File: src/rtl/dpctl_pkg.sv
// Shared types and helpers for the datapath step controller: mode encoding,
// event priority and counter-width helpers.
package dpctl_pkg;

  typedef enum logic [1:0] {
    ST_HALT  = 2'd0,
    ST_RUN   = 2'd1,
    ST_STEP  = 2'd2,
    ST_BREAK = 2'd3
  } dp_state_e;

  // Larger encoding wins when several button events land in the same cycle.
  typedef enum logic [1:0] {
    EV_NONE     = 2'd0,
    EV_RUN_RISE = 2'd1,
    EV_STEP     = 2'd2,
    EV_HALT     = 2'd3
  } dp_event_e;

  localparam int DEF_DEBOUNCE_CYCLES = 250000;
  localparam int DEF_RUN_DIV         = 10000000;
  localparam int DEF_CNT_W           = 13;

  function automatic dp_event_e pick_event(input logic halt_evt,
                                           input logic step_evt,
                                           input logic run_rise);
    if (halt_evt)      return EV_HALT;
    else if (step_evt) return EV_STEP;
    else if (run_rise) return EV_RUN_RISE;
    else               return EV_NONE;
  endfunction

  // Bits needed to hold 0..n-1.
  function automatic int ctr_width(input int n);
    return (n < 2) ? 1 : $clog2(n);
  endfunction

endpackage

File: src/rtl/button_debouncer.sv
// Two-flop synchronizer plus stable-count debouncer for one raw board input;
// emits the debounced level and single-cycle rise/fall pulses.
module button_debouncer
  import dpctl_pkg::*;
#(
  parameter int DEBOUNCE_CYCLES = DEF_DEBOUNCE_CYCLES
) (
  input  logic clk,
  input  logic rst,
  input  logic raw,
  output logic level,
  output logic rise,
  output logic fall
);

  localparam int              CW      = ctr_width(DEBOUNCE_CYCLES);
  localparam logic [CW-1:0]   CNT_MAX = CW'(DEBOUNCE_CYCLES - 1);

  logic [1:0]    sync_q, sync_d;
  logic [CW-1:0] cnt_q, cnt_d;
  logic          level_q, level_d;
  logic          rise_q, rise_d;
  logic          fall_q, fall_d;

  always_comb begin
    // NOTE: every output of this block gets a default first so no path leaves it unassigned and infers a latch.
    sync_d  = {sync_q[0], raw};
    cnt_d   = cnt_q;
    level_d = level_q;
    rise_d  = 1'b0;
    fall_d  = 1'b0;
    if (sync_q[1] == level_q) begin
      cnt_d = '0;
    end else if (cnt_q == CNT_MAX) begin
      cnt_d   = '0;
      level_d = sync_q[1];
      rise_d  = sync_q[1];
      fall_d  = ~sync_q[1];
    end else begin
      cnt_d = cnt_q + 1'b1;
    end
  end

  // NOTE: non-blocking assignments so every flop samples pre-edge values regardless of statement order.
  always_ff @(posedge clk or negedge rst) begin
    if (!rst) begin
      sync_q  <= '0;
      cnt_q   <= '0;
      level_q <= 1'b0;
      rise_q  <= 1'b0;
      fall_q  <= 1'b0;
    end else begin
      sync_q  <= sync_d;
      cnt_q   <= cnt_d;
      level_q <= level_d;
      rise_q  <= rise_d;
      fall_q  <= fall_d;
    end
  end

  assign level = level_q;
  assign rise  = rise_q;
  assign fall  = fall_q;

endmodule

File: src/rtl/datapath_step_controller.sv
// Issues the single-cycle datapath clock-enable in HALT/RUN/STEP/BREAK modes and
// counts issued cycles. Define STEP_BP_EN to enable the PC breakpoint and BREAK mode.
module datapath_step_controller
  import dpctl_pkg::*;
#(
  parameter int DEBOUNCE_CYCLES = DEF_DEBOUNCE_CYCLES,
  parameter int RUN_DIV         = DEF_RUN_DIV,
  parameter int CNT_W           = DEF_CNT_W
) (
  input  logic             clk,
  input  logic             rst,
  input  logic             run_sw,
  input  logic             step_btn,
  input  logic             halt_btn,
  input  logic [31:0]      pc_in,
  input  logic [31:0]      bp_addr,
  input  logic             bp_valid,
  output logic             dp_ce,
  output logic [1:0]       state,
  output logic             bp_hit,
  output logic [CNT_W-1:0] cycle_count
);

  localparam int            PW      = ctr_width(RUN_DIV);
  localparam logic [PW-1:0] PRE_MAX = PW'(RUN_DIV - 1);

  logic run_rise, run_fall, step_evt, halt_evt;
  logic run_level_unused, step_level_unused, step_fall_unused;
  logic halt_level_unused, halt_fall_unused;

  button_debouncer #(.DEBOUNCE_CYCLES(DEBOUNCE_CYCLES)) u_run_db (
    .clk(clk), .rst(rst), .raw(run_sw),
    .level(run_level_unused), .rise(run_rise), .fall(run_fall)
  );

  button_debouncer #(.DEBOUNCE_CYCLES(DEBOUNCE_CYCLES)) u_step_db (
    .clk(clk), .rst(rst), .raw(step_btn),
    .level(step_level_unused), .rise(step_evt), .fall(step_fall_unused)
  );

  button_debouncer #(.DEBOUNCE_CYCLES(DEBOUNCE_CYCLES)) u_halt_db (
    .clk(clk), .rst(rst), .raw(halt_btn),
    .level(halt_level_unused), .rise(halt_evt), .fall(halt_fall_unused)
  );

  dp_state_e        state_q, state_d;
  logic [PW-1:0]    prescaler_q, prescaler_d;
  logic             dp_ce_q, dp_ce_d;
  logic [CNT_W-1:0] cycle_count_q, cycle_count_d;
  logic             skip_bp_q, skip_bp_d;
  logic             bp_match;
  dp_event_e        evt;

`ifdef STEP_BP_EN
  assign bp_match = bp_valid && (pc_in == bp_addr) && !skip_bp_q;
  assign bp_hit   = (state_q == ST_BREAK);
`else
  logic bp_unused;
  assign bp_unused = ^{pc_in, bp_addr, bp_valid, skip_bp_q};
  assign bp_match  = 1'b0;
  assign bp_hit    = 1'b0;
`endif

  assign evt = pick_event(halt_evt, step_evt, run_rise);

  always_comb begin
    state_d       = state_q;
    prescaler_d   = prescaler_q;
    dp_ce_d       = 1'b0;
    cycle_count_d = cycle_count_q;
    skip_bp_d     = skip_bp_q;
    unique case (state_q)
      ST_HALT: begin
        if (evt == EV_STEP) begin
          state_d = ST_STEP;
        end else if (evt == EV_RUN_RISE) begin
          state_d     = ST_RUN;
          prescaler_d = '0;
        end
      end
      // Single issue; anything arriving in this cycle is intentionally dropped.
      ST_STEP: begin
        dp_ce_d       = 1'b1;
        cycle_count_d = cycle_count_q + 1'b1;
        skip_bp_d     = 1'b0;
        state_d       = ST_HALT;
      end
      ST_RUN: begin
        if (halt_evt || run_fall) begin
          state_d     = ST_HALT;
          prescaler_d = '0;
        end else if (prescaler_q == PRE_MAX) begin
          prescaler_d = '0;
          if (bp_match) begin
            state_d = ST_BREAK;
          end else begin
            dp_ce_d       = 1'b1;
            cycle_count_d = cycle_count_q + 1'b1;
            skip_bp_d     = 1'b0;
          end
        end else begin
          prescaler_d = prescaler_q + 1'b1;
        end
      end
      // Leaving sets skip_bp so the breakpoint instruction can execute once.
      ST_BREAK: begin
        if (evt == EV_HALT) begin
          state_d   = ST_HALT;
          skip_bp_d = 1'b1;
        end else if (evt == EV_STEP) begin
          state_d   = ST_STEP;
          skip_bp_d = 1'b1;
        end else if (evt == EV_RUN_RISE) begin
          state_d     = ST_RUN;
          prescaler_d = '0;
          skip_bp_d   = 1'b1;
        end
      end
      default: state_d = ST_HALT;
    endcase
  end

  always_ff @(posedge clk or negedge rst) begin
    if (!rst) begin
      state_q       <= ST_HALT;
      prescaler_q   <= '0;
      dp_ce_q       <= 1'b0;
      cycle_count_q <= '0;
      skip_bp_q     <= 1'b0;
    end else begin
      state_q       <= state_d;
      prescaler_q   <= prescaler_d;
      dp_ce_q       <= dp_ce_d;
      cycle_count_q <= cycle_count_d;
      skip_bp_q     <= skip_bp_d;
    end
  end

  assign dp_ce       = dp_ce_q;
  assign state       = state_q;
  assign cycle_count = cycle_count_q;

endmodule

File: config.mk
export PLATFORM = sky130hd
export DESIGN_NAME = datapath_step_controller
export DESIGN_NICKNAME = d
export VERILOG_FILES = /design/src/rtl/dpctl_pkg.sv /design/src/rtl/button_debouncer.sv /design/src/rtl/datapath_step_controller.sv
export SDC_FILE = /design/constraint.sdc
export NUM_CORES = 1
export LEC_CHECK = 0
export ABC_AREA = 1
export ABC_CLOCK_PERIOD_IN_PS = 1700
export CAP_MARGIN = 30
export CORE_MARGIN = 4
export CORE_UTILIZATION = 55
export DETAILED_ROUTE_END_ITERATION = 7
export MAX_ROUTING_LAYER = met4
export PLACE_DENSITY = 0.81
export RECOVER_POWER = 25
export SKIP_LAST_GASP = 1
export SYNTH_ARGS = -nofsm -noshare
export SYNTH_HDL_FRONTEND = slang
export SYNTH_SLANG_ARGS = --single-unit
File: constraint.sdc
create_clock -name clk -period 1.7 [get_ports clk]
set_input_delay 0.17 -clock clk [delete_from_list [all_inputs] [get_ports clk]]
set_output_delay 0.17 -clock clk [all_outputs]
set_load 0.01 [all_outputs]
==> results.sh, run 1 <==
export IMPL_cp_arrival_ns=1.99
export IMPL_worst_ep_required_time_ns=1.97
export IMPL_die_height_um=113.3
export IMPL_syn_nets=880
export IMPL_slowest_stage="dfrtp_2"
export IMPL_crit_cells=9
export IMPL_hold_class="input pin to register"
export IMPL_die_area_um2=12830
export IMPL_worst_path_most_repeated_cell="buf_4"
export IMPL_rows=38
export IMPL_synthCells=801
export IMPL_crit_family="buffers and inverters"
export IMPL_stdcell_count=994
export IMPL_reg2regPathDepth=9
export IMPL_clock_latency_ns=0.38
export IMPL_async_flop_share_pct=100.0
export IMPL_first_pass_iters=6
export IMPL_synth_edf_count=0
export IMPL_drt_iter0_drc=390
export IMPL_fmax_ghz=0.5824
export IMPL_slew_viol_final=0
export IMPL_numCtsBuffers=9
export IMPL_chipWidth_um=113.3
export IMPL_power_density_nw_per_um2=624.3
export IMPL_viasPerCell=5.154
export IMPL_whs_ns=0.3337
export IMPL_place_congestion=0.9267
export IMPL_final_cell_mix="nand2_1 (178), nor2_1 (137), dfrtp_1 (106)"
export IMPL_finalSetupViolCount=1
export IMPL_yosys_area_top_type_share_pct=43.92
export IMPL_overflow=0
export IMPL_cp_end_kind="register"
export IMPL_final_hold_violation_count=0
export IMPL_fin_area_um2=6935
export IMPL_dpl_instance_area_um2=6583
export IMPL_tightest_slew_ns=1.011
export IMPL_fin_ws_ns=-0.01708
export IMPL_p_total_mw=4.329
export IMPL_holdPathStages=1
export IMPL_final_common_cell="nand2_1"
export IMPL_syn_avg_cell_area_um2=7.612
export IMPL_ioPinCount=87
export IMPL_grt_antenna_before_repair=0
export IMPL_timing_critical_path_cells="buf_4 -> ha_4 -> inv_2 -> nand2_1 -> nand2_4 -> buf_4 -> nor3_1 -> o21ai_0 -> inv_1"
export IMPL_ys_ff_latch=107
export IMPL_tritoncts="yes"
export IMPL_wl_mm=12.42
export IMPL_dp_cells=971
export IMPL_clock_sinks=107
export IMPL_drive_above_1_share_pct=13.47
export IMPL_grt_use_total_pct=20.98
export IMPL_synth_warnings=0
export IMPL_clkTransAtPathRegs_ns=0.10
export IMPL_cpPeakStageDelay_ns=0.45
export IMPL_synth_area_leader_cell="dfrtp_1"
export IMPL_fin_setup_tns_ns=-0.01708
export IMPL_synth_ff_type="dfrtp_1"
export IMPL_h_tree_depth=3
export IMPL_relSlewSlack_pct=32.61
export IMPL_synth_area_um2=6097
export IMPL_hpwl_mm=8.953
export IMPL_post_place_ws_ns=-0.02844
export IMPL_ant_nets=0
export IMPL_violations="negative setup slack"
export IMPL_cts_path_max_buffers=2
export IMPL_synth_cell_types=41
export IMPL_antenna_cells=0
export IMPL_worstSetupStartpointType="register"
export IMPL_routedWlPerCell_um=12.49
export IMPL_grt_pass1_wl_mm=21.33
export IMPL_cap_violations=0
export IMPL_leakage_nw=3.181
export IMPL_port_buffer_count=20
export IMPL_core_region_area_um2=10840
export IMPL_initial_core_util_pct=56.24
export IMPL_fillers=933
export IMPL_syn2layout_area_growth_pct=13.75
export IMPL_fin_skew_ns=0.01208
export IMPL_utilization_pct=63.98
export IMPL_ys_seq_area_share_pct=43.92
export IMPL_critical_path_class="register to register"
export IMPL_grt_max_degree=38
export IMPL_rsz0062_at_grt="yes"
export IMPL_root_buffer="clkbuf_8"
export IMPL_period_share_pct=101.0
export IMPL_grt_pass1_vias=4699
export IMPL_ir_worst_vdd_mv=0.5834
export IMPL_crit_buf_inv=4
export IMPL_route_detailed_drc=0
export IMPL_crit_fanout=7
export IMPL_status="finished with violations"
export IMPL_min_period_ns=1.717
export IMPL_nets=928
export IMPL_synth_area_leaders="dfrtp_1 (44%), nand2_1 (11%), nor2_1 (8.6%), inv_1 (5.6%), nand3_1 (5.6%)"
export IMPL_vias=5123
## state kept, by name, indices dropped and copies added (netlist names)
name	cells
prescaler_q	24
u_halt_db.cnt_q	18
u_run_db.cnt_q	18
u_step_db.cnt_q	18
cycle_count	13
state	2
u_halt_db.sync_q	2
u_run_db.sync_q	2
u_step_db.sync_q	2
dp_ce	1
u_halt_db.level	1
u_halt_db.rise	1
u_run_db.fall	1
u_run_db.level	1
u_run_db.rise	1
u_step_db.level	1
u_step_db.rise	1
## worst paths after layout
path | startpoint | end | slack [ns]
min reg2reg | u_run_db.sync_q[0]$_DFF_PN0_ | u_run_db.sync_q[1]$_DFF_PN0_ | 0.36
min in group asynchronous | rst | u_step_db.cnt_q[6]$_DFF_PN0_ | 0.48
max in group asynchronous | rst | u_run_db.cnt_q[14]$_DFF_PN0_ | 0.25
min | halt_btn | u_halt_db.sync_q[0]$_DFF_PN0_ | 0.33
max reg2reg | state[0]$_DFFE_PN0P_ | prescaler_q[6]$_DFFE_PN0P_ | -0.02
max | state[0]$_DFFE_PN0P_ | prescaler_q[6]$_DFFE_PN0P_ | -0.02
## cells in the mapped netlist (9+ instances only)
cell type,n
nand2_1,179
nor2_1,139
dfrtp_1,107
inv_1,91
nand3_1,68
nor3_1,35
xor2_1,30
nand4_1,23
nor2_2,16
nand2_2,12
a21oi_1,11
inv_2,11
ha_1,9
o21ai_0,9
## report_power, final
| part | internal (mW) | switching [mW] |
|---|---|---|
| Clock | 0.729 | 0.867 |
| Sequential | 2.57 | 0.0163 |
| Combinational | 0.0482 | 0.102 |
## area by class of cell
| type | count | area [um^2] | area share (%) |
|---|---|---|---|
| multi-input combinational | 580 | 3032 | 43.71 |
| tap | 140 | 175.2 | 2.526 |
| inverter | 104 | 405.4 | 5.845 |
| sequential | 107 | 2679 | 38.63 |
| clock buffer | 11 | 141.4 | 2.039 |
| clock inverter | 5 | 61.31 | 0.8840 |
| timing repair buffer | 47 | 441.7 | 6.368 |
## layer usage
metal / part of all wire [%] / vias to the layer above / track usage [%]
li1: - / 2621 / -
met1: 46 / 2387 / 27.07
met2: 48 / 102 / 33.25
met3: 4.4 / 13 / 5.294
met4: 1.1 / 0 / 5.529
met5: 0 / - / -
## worst reg2reg max path: stages, from the launching register on
cell and delay [ns]:
dfrtp_2 0.45, buf_4 0.15, ha_4 0.16, inv_2 0.08, nand2_1 0.09, nand2_4 0.17
buf_4 0.18, nor3_1 0.05, o21ai_0 0.20, inv_1 0.09
## logic make-up (layout without fill, tap and decap cells)
| group | Yosys count | count (layout) | share of synthesized area [%] |
|---|---|---|---|
| flip-flops | 107 | 107 | 43.92 |
| adder cells (fa/ha/maj) | 9 | 9 | 1.847 |
| AND/OR/NAND/NOR | 506 | 506 | 38.64 |
| XOR/XNOR | 38 | 38 | 5.459 |
| AO/OA/AOI/OAI | 26 | 26 | 2.360 |
| buffers and inverters | 114 | 167 | 7.716 |
| other | 1 | 1 | 0.06150 |
## timing repair
item,4_1_cts,5_1_grt
hold buffers,1,0
gates cloned,0,0
resized for setup,6,17
setup endpoints to repair,27,38
pin swaps,3,7
hold endpoints to repair,34,0
buffers inserted,1,5
Note: power is estimated with default switching activity, not from simulation.
==> inputs of run 2 (changes only) <==
- REMOVE_ABC_BUFFERS: unset -> 1
- SETUP_SLACK_MARGIN: unset -> 0.3
==> run 2 against run 1 <==
Compared with the run above:
- the flow now finishes without violations
- flip-flop and latch count unchanged
- combinational power up 39%
- non-clock buffer count up 56
- clock-buffer cell count down 1
- clock power up 9%
- critical endpoint is now prescaler_q[21]$_DFFE_PN0P_
- largest power group unchanged
==> results.sh, run 2 (synthesis results as in run 1) <==
export IMPL_status="completed"
export IMPL_largest_register_ff_count=24
export IMPL_clock_sinks=107
export IMPL_core_region_area_um2=10840
export IMPL_rsz0062_at_grt="yes"
export IMPL_dpl_instance_area_um2=6615
export IMPL_final_hold_violation_count=0
export IMPL_min_period_ns=1.656
export IMPL_h_tree_depth=3
export IMPL_multiInputGateArea_um2=3617
export IMPL_period_share_pct=97.44
export IMPL_relSlewSlack_pct=39.06
export IMPL_hpwl_mm=8.943
export IMPL_cap_violations=0
export IMPL_finalSetupViolCount=0
export IMPL_rows=38
export IMPL_cp_arrival_ns=1.94
export IMPL_die_area_um2=12830
export IMPL_drive_above_1_share_pct=32.56
export IMPL_crit_fanout=8
export IMPL_cts_path_max_buffers=2
export IMPL_root_buffer="clkbuf_8"
export IMPL_slew_viol_final=0
export IMPL_chipWidth_um=113.3
export IMPL_ioPinCount=87
export IMPL_place_congestion=0.8849
export IMPL_worst_ep_required_time_ns=1.98
export IMPL_viasPerCell=5.643
export IMPL_first_pass_iters=5
export IMPL_fin_setup_tns_ns=0
export IMPL_overflow=0
export IMPL_ant_nets=0
export IMPL_grt_use_total_pct=23.95
export IMPL_fin_skew_ns=0.01850
export IMPL_clkTransAtPathRegs_ns=0.11
export IMPL_worstSetupStartpointType="register"
export IMPL_port_buffer_count=20
export IMPL_antenna_cells=0
export IMPL_hold_class="input pin to register"
export IMPL_die_height_um=113.3
export IMPL_power_density_nw_per_um2=567.0
export IMPL_fmax_ghz=0.6037
export IMPL_route_detailed_drc=0
export IMPL_regArea_um2=2694
export IMPL_grt_pass1_vias=5558
export IMPL_fillers=720
export IMPL_cp_end_kind="register"
export IMPL_grt_max_degree=37
export IMPL_syn2layout_area_growth_pct=31.29
export IMPL_fin_area_um2=8005
export IMPL_final_cell_mix="nand2_1 (151), nor2_1 (111), dfrtp_1 (94)"
export IMPL_tritoncts="yes"
export IMPL_final_common_cell="nand2_1"
export IMPL_critical_path_class="register to register"
export IMPL_grt_pass1_wl_mm=24.54
export IMPL_initial_core_util_pct=56.24
export IMPL_drt_iter0_drc=517
export IMPL_nets=985
export IMPL_regMostFlops="prescaler_q"
export IMPL_clock_latency_ns=0.40
export IMPL_tightest_slew_ns=0.9141
export IMPL_leakage_nw=3.641
export IMPL_ir_worst_vdd_mv=0.4990
export IMPL_wl_mm=16.61
export IMPL_routedWlPerCell_um=15.83
export IMPL_grt_antenna_before_repair=0
export IMPL_vias=5920
export IMPL_numCtsBuffers=9
==> run 2: cell types whose count changed in the layout (fill, tap and decap cells not counted), sizes merged <==
cell | before | now
buf | 25 | 79
bufinv | 1 | 2
clkbuf | 13 | 14
clkdlybuf4s50 | 16 | 0
clkinv | 3 | 4
clkinvlp | 2 | 1
dlygate4sd2 | 0 | 16
inv | 103 | 102
==> run 2: area by class of cell <==
cell class / count / area share (%)
multi-input combinational: 580 / 45.19
tap: 140 / 2.188
clock inverter: 4 / 0.9534
timing repair inverter: 1 / 0.2032
sequential: 107 / 33.65
timing repair buffer: 103 / 10.88
clock buffer: 10 / 1.719
inverter: 104 / 5.220
==> run 2: where the power goes <==
part / total [mW] / internal (mW) / leakage [nW] / switching, mW
sequential: 2.59 / 2.57 / 1.45 / 0.0241
combinational: 0.208 / 0.0783 / 2.08 / 0.130
clock: 1.74 / 0.856 / 0.104 / 0.883
==> run 2: routing by layer <==
layer  part of all wire (%)  vias to the layer above  GRT usage, %
li1                       -                     2748             -
met1                     38                     2822         28.38
met2                     52                      282         41.07
met3                    6.3                       68         4.973
met4                    3.5                        0         7.372
met5                      0                        -             -
==> run 2: path summary, 6_finish.rpt <==
path / startpoint / to / slack [ns] / cells after the start
worst max-delay path: prescaler_q[6]$_DFFE_PN0P_ / prescaler_q[21]$_DFFE_PN0P_ / 0.04 / 7
worst min-delay path: halt_btn / u_halt_db.sync_q[0]$_DFF_PN0_ / 0.32 / 1
worst max register to register: prescaler_q[6]$_DFFE_PN0P_ / prescaler_q[21]$_DFFE_PN0P_ / 0.04 / 7
worst min register to register: u_step_db.sync_q[0]$_DFF_PN0_ / u_step_db.sync_q[1]$_DFF_PN0_ / 0.35 / 0
max in group asynchronous: rst / u_halt_db.cnt_q[1]$_DFF_PN0_ / 0.31 / 3
min in group asynchronous: rst / u_step_db.cnt_q[14]$_DFF_PN0_ / 0.43 / 2
==> run 2: repair_timing <==
action / CTS / global route
setup buffers: 32 / 24
setup endpoints to repair: 91 / 88
hold endpoints to repair: 31 / 0
resized for setup: 117 / 104
hold buffers: 1 / 0
pin swaps: 31 / 34
cloned: 1 / 0
==> run 2: worst max-delay path, cell delays in order (launching register included) <==
cell	delay (ns)
dfrtp_1	0.46
clkinv_1	0.15
nor3_4	0.35
nand3_2	0.18
nand2_4	0.13
nand2_8	0.11
clkinv_8	0.10
nor2_1	0.05
==> run 2: stage by stage <==
stage | utilization [%] | total power [mW] | setup WS [ns] | cells | hold slack, ns
2_1_floorplan | - | 2.682 | 0.09308 | 791 | -0.1256
3_3_place_gp | 61.02 | 2.778 | 0.04550 | 977 | 0.1669
3_5_place_dp | 61.02 | 2.782 | -0.01164 | 977 | 0.1694
4_1_cts | 69.02 | 4.508 | 0.1147 | 1025 | 0.1964
5_1_grt | 73.85 | 4.670 | -0.003920 | 1049 | 0.3240
6_report | 73.85 | 4.539 | 0.04354 | 1049 | 0.3245
==> inputs of run 3 (changes only) <==
- CTS_CLUSTER_DIAMETER: unset -> 40
- GPL_ROUTABILITY_DRIVEN: unset -> 1
==> results of run 3 <==
The final DEF is identical to that of run 2; final timing and power are the same.
